**config.mk**
```make
export PLATFORM = sky130hd
export DESIGN_NAME = lut_mac_accum
export DESIGN_NICKNAME = d
export VERILOG_FILES = /design/src/rtl/lut_mult_pkg.sv /design/src/rtl/lut_mac_addsat.sv /design/src/rtl/lut_mac_accum.sv
export SDC_FILE = /design/constraint.sdc
export NUM_CORES = 1
export LEC_CHECK = 0
export BUFFER_PORTS_ARGS = -buffer_cell sky130_fd_sc_hd__buf_4
export CAP_MARGIN = 10
export CORE_UTILIZATION = 50
export CTS_CLUSTER_SIZE = 40
export DETAILED_ROUTE_END_ITERATION = 8
export GPL_TIMING_DRIVEN = 0
export PLACE_DENSITY = 0.75
export SYNTH_ARGS = -nofsm -noshare
export SYNTH_HDL_FRONTEND = slang
export SYNTH_SLANG_ARGS = --single-unit
```
**constraint.sdc**
```tcl
create_clock -name clk -period 3.54 [get_ports clk]
set_input_delay 0.708 -clock clk [delete_from_list [all_inputs] [get_ports clk]]
set_output_delay 0.708 -clock clk [all_outputs]
set_load 0.02 [all_outputs]
```
**src/rtl/lut_mult_pkg.sv**
```systemverilog
// lut_mult_pkg -- shared definitions for the LUT multiply-accumulate slice.
//
// Contents:
//   PROD_W              width of one product from the 8x8 LUT multiplier
//   N_TERMS_MIN/MAX     legal range of products summed per frame
//   ACC_W_MIN/MAX       legal range of the accumulator width
//   CNT_W               width of the per-frame term counter (holds N_TERMS_MAX)
//   state_t             accumulator FSM states (IDLE / ACCUM / HOLD)
package lut_mult_pkg;

  localparam int PROD_W      = 16;
  localparam int N_TERMS_MIN = 1;
  localparam int N_TERMS_MAX = 255;
  localparam int ACC_W_MIN   = 16;
  localparam int ACC_W_MAX   = 32;
  localparam int CNT_W       = 8;

  typedef enum logic [1:0] {
    IDLE  = 2'd0,
    ACCUM = 2'd1,
    HOLD  = 2'd2
  } state_t;

endpackage

```
**src/rtl/lut_mac_addsat.sv**
```systemverilog
// lut_mac_addsat -- combinational ACC_W-bit adder of accumulator + product.
//
// Build option: LUT_MAC_SAT_EN
//   undefined: sum wraps modulo 2^ACC_W (no clamp logic is built)
//   defined:   sum clamps to all-ones on a carry out
//
// Ports:
//   acc    [ACC_W-1:0]  current accumulator value
//   prod   [PROD_W-1:0] unsigned product, zero-extended before the add
//   sum    [ACC_W-1:0]  next accumulator value (wrapped or clamped)
//   carry               carry out of bit ACC_W-1
module lut_mac_addsat
  import lut_mult_pkg::*;
#(
  parameter int ACC_W = 24
) (
  input  logic [ACC_W-1:0]  acc,
  input  logic [PROD_W-1:0] prod,
  output logic [ACC_W-1:0]  sum,
  output logic              carry
);

  logic [ACC_W:0] raw;

  always_comb begin
    raw   = {1'b0, acc} + (ACC_W + 1)'(prod);
    carry = raw[ACC_W];
`ifdef LUT_MAC_SAT_EN
    // Once clamped the accumulator is all-ones, so any further non-zero
    // product carries again and keeps it pinned; a zero product leaves it
    // unchanged. No separate "already saturated" input is needed.
    sum = carry ? {ACC_W{1'b1}} : raw[ACC_W-1:0];
`else
    sum = raw[ACC_W-1:0];
`endif
  end

endmodule

```
**src/rtl/lut_mac_accum.sv**
```systemverilog
// lut_mac_accum -- sums N_TERMS unsigned 16-bit products per frame and
// presents the frame sum on a valid/ready output.
//
// Build option: LUT_MAC_SAT_EN (saturating accumulate, see lut_mac_addsat).
//
// Parameters:
//   N_TERMS  products per frame, 1..255
//   ACC_W    accumulator / output width, 16..32
//
// Ports:
//   clk, rst            clock; asynchronous active-high reset
//   in_valid/in_ready   product input handshake
//   in_prod  [15:0]     unsigned product
//   out_valid/out_ready frame sum output handshake
//   out_sum  [ACC_W-1:0] frame sum (straight from the acc register)
//   out_ovf             sticky overflow flag for the frame (from ovf register)
//
// Handshake: a transfer happens on a rising clk edge where valid && ready on
// that side. in_ready never depends on in_valid; out_valid never depends on
// out_ready. In HOLD, in_ready follows out_ready so a new frame can start on
// the same edge that drains the previous sum (full throughput).
module lut_mac_accum
  import lut_mult_pkg::*;
#(
  parameter int N_TERMS = 8,
  parameter int ACC_W   = 24
) (
  input  logic              clk,
  input  logic              rst,
  input  logic              in_valid,
  output logic              in_ready,
  input  logic [PROD_W-1:0] in_prod,
  output logic              out_valid,
  input  logic              out_ready,
  output logic [ACC_W-1:0]  out_sum,
  output logic              out_ovf
);

  localparam logic [CNT_W-1:0] CNT_ONE  = CNT_W'(1);
  localparam logic [CNT_W-1:0] CNT_LAST = CNT_W'(N_TERMS);
  // State entered after the first product of a frame.
  localparam state_t FIRST_NEXT = (N_TERMS == 1) ? HOLD : ACCUM;

  // FSM state is kept as a named enum so checkers can bind to it directly.
  state_t              state, state_nxt;
  logic [ACC_W-1:0]    acc, acc_nxt;
  logic [CNT_W-1:0]    cnt, cnt_nxt;
  logic                ovf, ovf_nxt;

  logic [ACC_W-1:0]    add_sum;
  logic                add_carry;
  logic                in_xfer;
  logic                start_frame;
  logic                add_term;

  lut_mac_addsat #(
    .ACC_W(ACC_W)
  ) u_addsat (
    .acc  (acc),
    .prod (in_prod),
    .sum  (add_sum),
    .carry(add_carry)
  );

  always_comb begin
    state_nxt   = state;
    acc_nxt     = acc;
    cnt_nxt     = cnt;
    ovf_nxt     = ovf;
    in_ready    = 1'b0;
    out_valid   = 1'b0;
    start_frame = 1'b0;
    add_term    = 1'b0;

    case (state)
      IDLE: begin
        in_ready = 1'b1;
      end
      ACCUM: begin
        in_ready = 1'b1;
      end
      HOLD: begin
        out_valid = 1'b1;
        in_ready  = out_ready;
      end
      default: begin
        in_ready = 1'b0;
      end
    endcase

    // Reset holds in_ready low even though the state register reads IDLE.
    if (rst) begin
      in_ready = 1'b0;
    end

    in_xfer = in_valid && in_ready;

    case (state)
      IDLE: begin
        start_frame = in_xfer;
      end
      ACCUM: begin
        add_term = in_xfer;
      end
      HOLD: begin
        if (out_ready) begin
          start_frame = in_xfer;
          if (!in_xfer) begin
            state_nxt = IDLE;
          end
        end
      end
      default: begin
        state_nxt = IDLE;
      end
    endcase

    if (start_frame) begin
      acc_nxt   = ACC_W'(in_prod);
      cnt_nxt   = CNT_ONE;
      ovf_nxt   = 1'b0;
      state_nxt = FIRST_NEXT;
    end

    if (add_term) begin
      acc_nxt = add_sum;
      cnt_nxt = cnt + CNT_ONE;
      ovf_nxt = ovf | add_carry;
      if (cnt + CNT_ONE == CNT_LAST) begin
        state_nxt = HOLD;
      end
    end
  end

  always_ff @(posedge clk or posedge rst) begin
    if (rst) begin
      state <= IDLE;
      acc   <= '0;
      cnt   <= '0;
      ovf   <= 1'b0;
    end else begin
      state <= state_nxt;
      acc   <= acc_nxt;
      cnt   <= cnt_nxt;
      ovf   <= ovf_nxt;
    end
  end

  assign out_sum = acc;
  assign out_ovf = ovf;

endmodule
```
# ---- Word level (Yosys, flattened, before mapping)
# Cells that the tools add are included.
dict set report word_totals {
  regBits 35
}
dict set report classes {
  muxes 18
  n_reduce_logical 4
  n_eq_ne 3
  addsub 2
  n_bitwise 1
}
# op n
set ops {}
lappend ops {{$mux 24} 2}
lappend ops {{$add 24x16->25} 1}
lappend ops {{$mux 8} 2}
lappend ops {{$mux 2} 5}
lappend ops {{$add 8x1->8 const B} 1}
lappend ops {{$eq 8x4->1 const B} 1}
lappend ops {{$mux 1} 6}
lappend ops {{$pmux 1 s2} 2}
lappend ops {{$pmux 2 s2} 1}
lappend ops {{$eq 2x1->1 const B} 1}
lappend ops {{$eq 2x2->1 const B} 1}
lappend ops {{$logic_not 2->1} 1}
lappend ops {{$reduce_bool 2->1} 1}
lappend ops {{$reduce_or 2->1} 1}
lappend ops {{$logic_and 1x1->1} 1}
lappend ops {{$or 1x1->1} 1}

# ---- Longest topological paths before layout
# Gate-level depths: netlist (run 1).
dict set report depth {
  ltp_word 11
  ltp_mapped 9
}

# ---- Cells and area by module
# Synthesis (run 1) repeated with hierarchy kept, for this count alone.
dict set report hier_totals {
  cells_unflattened 271
  area_unflattened_um2 2825.2
}
# module area_per_inst_um2 n_inst cells_each seq_area_each_um2
set by_module_without_submodules {}
lappend by_module_without_submodules {lut_mac_accum 1849.3 1 140 875.8}
lappend by_module_without_submodules {lut_mac_addsat 975.9 1 131 0.0}

# ---- Worst setup path before layout (run 1)
# OpenSTA, ideal clock, no wires.
dict set report synth_path {
  kind {input -> register}
  start {input in_prod[0]}
  end {register acc[22] (netlist: out_sum[22])}
  t_required_ns 3.407
  setup_ns 0.133
  t_arrival_ns 2.501
  path_slack_ns 0.906
  stages 9
  path_buffers 0
  cell_sequence {ha_1 fa_1 a21oi_1 nand4b_4 a21oi_2 a2111oi_4 a211o_1 or4_1 o211ai_2}
}
dict set report synth_between {
  elab_chain_len 2
}
# element line_no
set synth_rtl {}
lappend synth_rtl {{start: declaration} lut_mac_accum.sv:32} ;# input logic [PROD_W-1:0] in_prod,
lappend synth_rtl {{$add 24x16->25} lut_mac_addsat.sv:26} ;# raw = {1'b0, acc} + (ACC_W + 1)'(prod);
lappend synth_rtl {{$mux 24} lut_mac_accum.sv:125} ;# if (add_term) begin
lappend synth_rtl {{end signal: assignment} lut_mac_accum.sv:143} ;# acc <= acc_nxt;
lappend synth_rtl {{end: declaration} lut_mac_accum.sv:46} ;# logic [ACC_W-1:0] acc, acc_nxt;
# Every way passes these cells.
# A chain may end at the register's enable or synchronous reset.

# ---- Final worst setup path (run 1)
# Ends and elaborated chain as after synthesis.

==> results of run 1 <==
==> layout make-up <==
type                       instances  area, sq um  share of cell area (%)
timing repair buffer              46        345.3                   11.28
buffer                            11        42.54                   1.389
multi-input combinational        248         1544                   50.43
clock inverter                     3        67.56                   2.207
clock buffer                       5        68.82                   2.248
sequential                        35        875.8                   28.61
inverter                           9        33.78                   1.103
tap                               67        83.83                   2.738
==> cells in the mapped netlist (all sizes together), types with 2 or more instances <==
library cell and count:
a21oi 36, nand2 41, o2111ai 2, o211ai 3
nand3 8, ha 17, nor2 30, a22o 2
xnor2 5, a31oi 5, xor2 6, o21ai 27
o22ai 2, nor3 8, a2111oi 2, a21o 8
nand2b 2, a31o 2, o21a 2, clkbuf 10
dfrtp 35, or4 2, a211oi 5, nand4 5
a211o 2, and3 8, nor2b 5, inv 9
==> report_power, final <==
part	internal, uW	switching [uW]
sequential	546	167
clock	281	165
combinational	629	846
==> path summary, 6_finish.rpt <==
path	startpoint	end	slack (ns)	depth (start not counted)
worst min-delay path	out_sum[6]$_DFFE_PP0P_	out_sum[6]$_DFFE_PP0P_	0.52	2
min in group asynchronous	rst	out_sum[14]$_DFFE_PP0P_	0.54	2
worst max-delay path	in_prod[0]	out_sum[22]$_DFFE_PP0P_	0.83	10
max in group asynchronous	rst	out_sum[13]$_DFFE_PP0P_	2.50	2
worst max register to register	out_sum[0]$_DFFE_PP0P_	out_sum[22]$_DFFE_PP0P_	0.94	9
worst min register to register	out_sum[6]$_DFFE_PP0P_	out_sum[6]$_DFFE_PP0P_	0.52	2
==> flip-flops by register name, summed over array words and instances (netlist names) <==
register and cells:
cnt 8, out_ovf 1, out_sum 24, state 2
==> stage by stage <==
step	instance area [sq um]	util, %	total power (uW)	hold WS (ns)
2_1_floorplan	2496	-	1743	0.4656
3_3_place_gp	2925	61.53	2147	0.4764
3_5_place_dp	2925	61.53	2175	0.4985
4_1_cts	3062	64.39	2631	0.5168
5_1_grt	3062	64.39	2832	0.5502
6_report	3062	64.39	2634	0.5203
==> worst max-delay path, cell delays in order <==
cell       delay [ns]
buf_4            0.12
ha_1             0.21
fa_1             0.41
a21oi_1          0.20
nand4b_4         0.18
a21oi_2          0.09
a2111oi_4        0.42
a211o_1          0.31
or4_1            0.15
o211ai_2         0.08
==> cells by family (layout without fill, tap and decap cells) <==
kind of cell	count (synthesis)	in the layout	synth area share [%]
compound gates	105	105	27.02
fa+ha+maj	18	18	9.323
mux	1	1	0.4010
flops	35	35	35.09
xor+xnor	11	11	3.860
buf+inv	20	74	3.058
simple gates	113	113	21.25
==> cells in the final DEF, fill, tap and decap left out, types with 5 or more instances in the layout <==
master    Yosys  final
ha_1         17     17
nor3_1        8      8
and3_1        8      8
o21ai_0      25     25
a31oi_1       5      5
nand2_1      41     41
nand3_1       8      8
clkbuf_1     10     10
xor2_1        6      6
clkbuf_8      0      5
a211oi_1      5      5
nand4_1       5      5
buf_4         0     46
nor2_1       30     30
nor2b_1       5      5
dfrtp_1      35     35
inv_1         9      8
xnor2_1       5      5
a21o_1        8      8
a21oi_1      35     35
==> routing by layer <==
| layer | vias up | global-route usage, % |
|---|---|---|
| li1 | 1211 | - |
| met1 | 1155 | 37.31 |
| met2 | 74 | 44.55 |
| met3 | 7 | 4.144 |
| met4 | 0 | 8.715 |
| met5 | - | 0 |
==> run summary, run 1 <==
Layout cells sized above 1 = 17.37%
Clock slew at reported path FFs = 0.08 ns
Synth area leader = dfrtp_1
Fmax = 369.1 MHz
CTS Sinks = 35
Syn_area_per_cell = 8.238 sq um
Slew margin rel. = 48.53%
Yosys top cell area share = 35.09%
Crit end category = flop
Synth Cell Area = 2496 sq um
Total track usage = 27.28%
Final worst slack = 0.8305 ns
Area contributors post-synth = dfrtp_1, ha_1, a21oi_1, nand2_1, o21ai_0
Clock Tree Root = clkbuf_8
Total Neg Setup Slack = 0 ns
Largest net degree at the start of global routing = 36
First-pass GRT wire length = 10.79 mm
Fin. Hold Viols = 0
DP HPWL = 4.899 mm
Fin. max-slew vios = 0
Hold crit path type = reg -> reg
Main synth FF type = dfrtp_1
Sequential-to-total area share from yosys stat = 35.09%
Nets = 394
Post-DRT Antenna Nets = 0
Crit path launch type = input pin
Vias per inst = 5.771
Met1 wire length = 3.143 mm
# setup viols final = 0
CTS tree = yes
Routed wl met2 = 3.102 mm
Global placement routability congestion = 0.9476
Worst setup path class = in -> reg
Post-Syn Nets = 341
DR DRC count = 0
Vias in the first global route = 2257
Placed cell count = 416
Max Cap Viol = 0
# IOs = 47
Cell count after synthesis = 303
Fillers = 434
DR WL met3 = 382 um
Post-synth ARST share = 100.0%
Max Used Layer = met4
Period utilisation layout = 76.54%
H-tree Lvls = 2
Vias = 2447
Worst Clk Skew = 0.006633 ns
Num CTS Buffers = 5
Wire per inst = 15.83 um
Post-CTS Hold Fix Bufs = 0
Site row count = 25
Die X = 72.66 um
N_diodes = 0
Die Footprint = 5279 sq um
Core Region = 4755 sq um
Worst Tran Pin Value = 0.7720 ns
Max Root-Sink Buffers = 2
Leakage = 0.001410 uW
Min cycle time layout = 2.710 ns
# Post-CTS Setup Buffers = 0
Die H = 72.66 um
#FFs+latches synth = 35
CP Data Required Time = 3.72 ns
Power per cell area = 860.3 nW/um^2
DR pass1 iterations = 4
Synthesis warning total = 0
Count of cell types in the netlist = 47
Number of synthesized flops with an enable pin = 0
Dpl ws = 0.5069 ns
Post-Layout Cell Count = 424
Outcome = finished clean
Gr ovfl total = 0
DR iter-0 viols = 173
Antenna violations before repair = 0
Crit path arrival time = 2.89 ns
IO buf count = 46
Clock latency at the later pin of the worst-skew pair = 0.31 ns
Post-cts sizing count = 0
Initial Util = 52.50%
Area delta synth->final = 22.66%
Max VDD drop = 0.4294 mV
RSZ-0062 raised after global routing = false
Total routed wirelength = 6.711 mm
Crit-path max FO = 7
Note: power is estimated with default switching activity, not from simulation.
==> run 2, diff against run 1 <==
Clock period 3.54 ns to 2.5 ns, I/O delays scaled along.
==> run summary, run 2 (synthesized netlist as in run 1, its figures left out) <==
Outcome = finished clean (unchanged)
Core Region = 4755 sq um (unchanged)
Met1 usage = 37.22% (was 37.31%)
Vias in the first global route = 2292 (was 2257)
Fmax = 408.2 MHz
# IOs = 47 (unchanged)
DR pass1 iterations = 5 (was 4)
H-tree Lvls = 2 (unchanged)
Commonest non-fill, non-tap cell in the layout = buf_4 (unchanged)
Max VDD drop = 0.6212 mV (was 0.4294 mV)
DR DRC count = 0 (unchanged)
Total routed wirelength = 6.919 mm (was 6.711 mm)
DR iter-0 viols = 153 (was 173)
IO buf count = 46 (unchanged)
Clock Tree Root = clkbuf_8 (unchanged)
Max FFs per register = 24 (unchanged)
CP Data Required Time = 2.69 ns (was 3.72 ns)
Post-CTS Hold Fix Bufs = 0 (unchanged)
Min Hold Slack = 0.3362 ns (was 0.5203 ns)
First-pass GRT wire length = 10.92 mm (was 10.79 mm)
Crit end category = flop (unchanged)
Routing usage on met2 = 45.48% (was 44.55%)
Die Footprint = 5279 sq um (unchanged)
Area after DPL = 2925 sq um (unchanged)
Worst Clk Skew = 0.006073 ns (was 0.006633 ns)
Internal = 2156 uW (was 1456 uW)
Site row count = 25 (unchanged)
Max Root-Sink Buffers = 2 (unchanged)
Vias = 2532 (was 2447)
Power per cell area = 1227 nW/um^2 (was 860.3 nW/um^2)
Global placement routability congestion = 0.9476 (unchanged)
CTS Sinks = 35 (unchanged)
Num CTS Buffers = 5 (unchanged)
RSZ-0062 raised after global routing = true (was false)
Initial Util = 52.50% (unchanged)
Crit-path max FO = 6 (was 7)
Sequential share of power = 26.0% (was 27.1%)
Nets = 397 (was 394)
Fillers = 410 (was 434)
N_diodes = 0 (unchanged)
Clock latency at the later pin of the worst-skew pair = 0.30 ns (was 0.31 ns)
Area delta synth->final = 27.77% (was 22.66%)
Max Cap Viol = 0 (unchanged)
Die H = 72.66 um (unchanged)
Gr ovfl total = 0 (unchanged)
Period utilisation layout = 97.99%
Final instance area = 3189 sq um (was 3062 sq um)
Largest net degree at the start of global routing = 36 (unchanged)
# setup viols final = 0 (unchanged)
Vias per inst = 5.930 (was 5.771)
Min cycle time layout = 2.450 ns
Clock power share = 16.2% (was 16.9%)
Final Core Density = 67.08% (was 64.39%)
Total track usage = 27.52% (was 27.28%)
Met3 Usage GRT = 4.144% (unchanged)
DP HPWL = 4.899 mm (unchanged)
Crit path arrival time = 2.64 ns (was 2.89 ns)
Antenna violations before repair = 0 (unchanged)
Clock slew at reported path FFs = 0.08 ns (about the same)
Switching Share = 44.89% (was 44.74%)
NetSw = 1756 uW (was 1178 uW)
Leakage = 0.001430 uW (was 0.001410 uW)
Die X = 72.66 um (unchanged)
CTS tree = yes (unchanged)
Fin. Hold Viols = 0 (unchanged)
Comb power frac = 57.8% (was 56.0%)
GRT busiest layer = met2 (unchanged)
Wire per inst = 16.20 um (was 15.83 um)
Crit path launch type = flop (was input pin)
Worst setup path class = reg -> reg (was in -> reg)
Layout cells sized above 1 = 22.22% (was 17.37%)
Hold crit path type = in -> async (was reg -> reg)
Post-DRT Antenna Nets = 0 (unchanged)
Worst Tran Pin Value = 0.7420 ns (was 0.7720 ns)
Slew margin rel. = 50.46% (was 48.53%)
Most frequent cells in the layout = buf_4, nand2_1, dfrtp_1 (was buf_4, nand2_1, a21oi_1, dfrtp_1, nor2_1)
Fin. max-slew vios = 0 (unchanged)
==> run 2: through the flow <==
stage,setup slack [ns],TNS [ns],cells,power [uW]
2_1_floorplan,0.07389,0,303,2468
3_3_place_gp,-0.3125,-2.434,416,3040
3_5_place_dp,-0.3251,-2.588,416,3080
4_1_cts,0.02029,0,424,3746
5_1_grt,-0.01114,-0.01114,427,4182
6_report,0.05021,0,427,3912
==> run 2: final timing paths <==
path | slack [ns] | startpoint | cells after the start | endpoint
max in group asynchronous | 1.69 | rst | 2 | out_sum[6]$_DFFE_PP0P_
min in group clk | 0.46 | in_prod[9] | 3 | out_sum[9]$_DFFE_PP0P_
max reg2reg | 0.05 | out_sum[10]$_DFFE_PP0P_ | 7 | out_sum[17]$_DFFE_PP0P_
min reg2reg | 0.52 | out_sum[2]$_DFFE_PP0P_ | 2 | out_sum[2]$_DFFE_PP0P_
max | 0.05 | out_sum[10]$_DFFE_PP0P_ | 7 | out_sum[17]$_DFFE_PP0P_
min | 0.34 | rst | 2 | out_sum[14]$_DFFE_PP0P_
==> run 2: layout make-up <==
type	instances	area [sq um]	share of cell area, %
plain buffers	11	46.29	1.452
inverters	9	33.78	1.059
clock inverters	3	67.56	2.118
well taps	67	83.83	2.628
repair buffers	49	367.9	11.53
multi-input cells	248	1645	51.59
clock buffers	5	68.82	2.158
flip-flops and latches	35	875.8	27.46
==> run 2: what timing repair did <==
action | CTS | global route
endpoints found under the setup margin | 4 | 10
pin swaps | 2 | 2
buffers inserted | 0 | 3
hold endpoints to repair | 0 | 0
resized for setup | 3 | 18
==> run 2: routing by layer <==
metal | wire length, um | up-vias
met2 | 3223 | 98
met4 | 76 | 0
li1 | - | 1219
met1 | 3225 | 1208
met3 | 392 | 7
met5 | 0 | -
==> run 2: power by group through the flow <==
stage | clock network, uW | registers, uW | logic (uW)
after detailed placement | 0 | 1010 | 2070
after global routing | 661 | 1050 | 2470
after floorplan | 0 | 1170 | 1300
after global placement | 0 | 1000 | 2040
final | 634 | 1020 | 2260
after CTS | 638 | 1000 | 2100
==> run 2: worst max-delay path, stage by stage (launching register included) <==
cell and delay (ns):
dfrtp_1 0.41, ha_1 0.40, a21oi_1 0.26, o21ai_0 0.16, a211oi_2 0.46, nand2_1 0.19
a32o_1 0.28, a31o_1 0.18
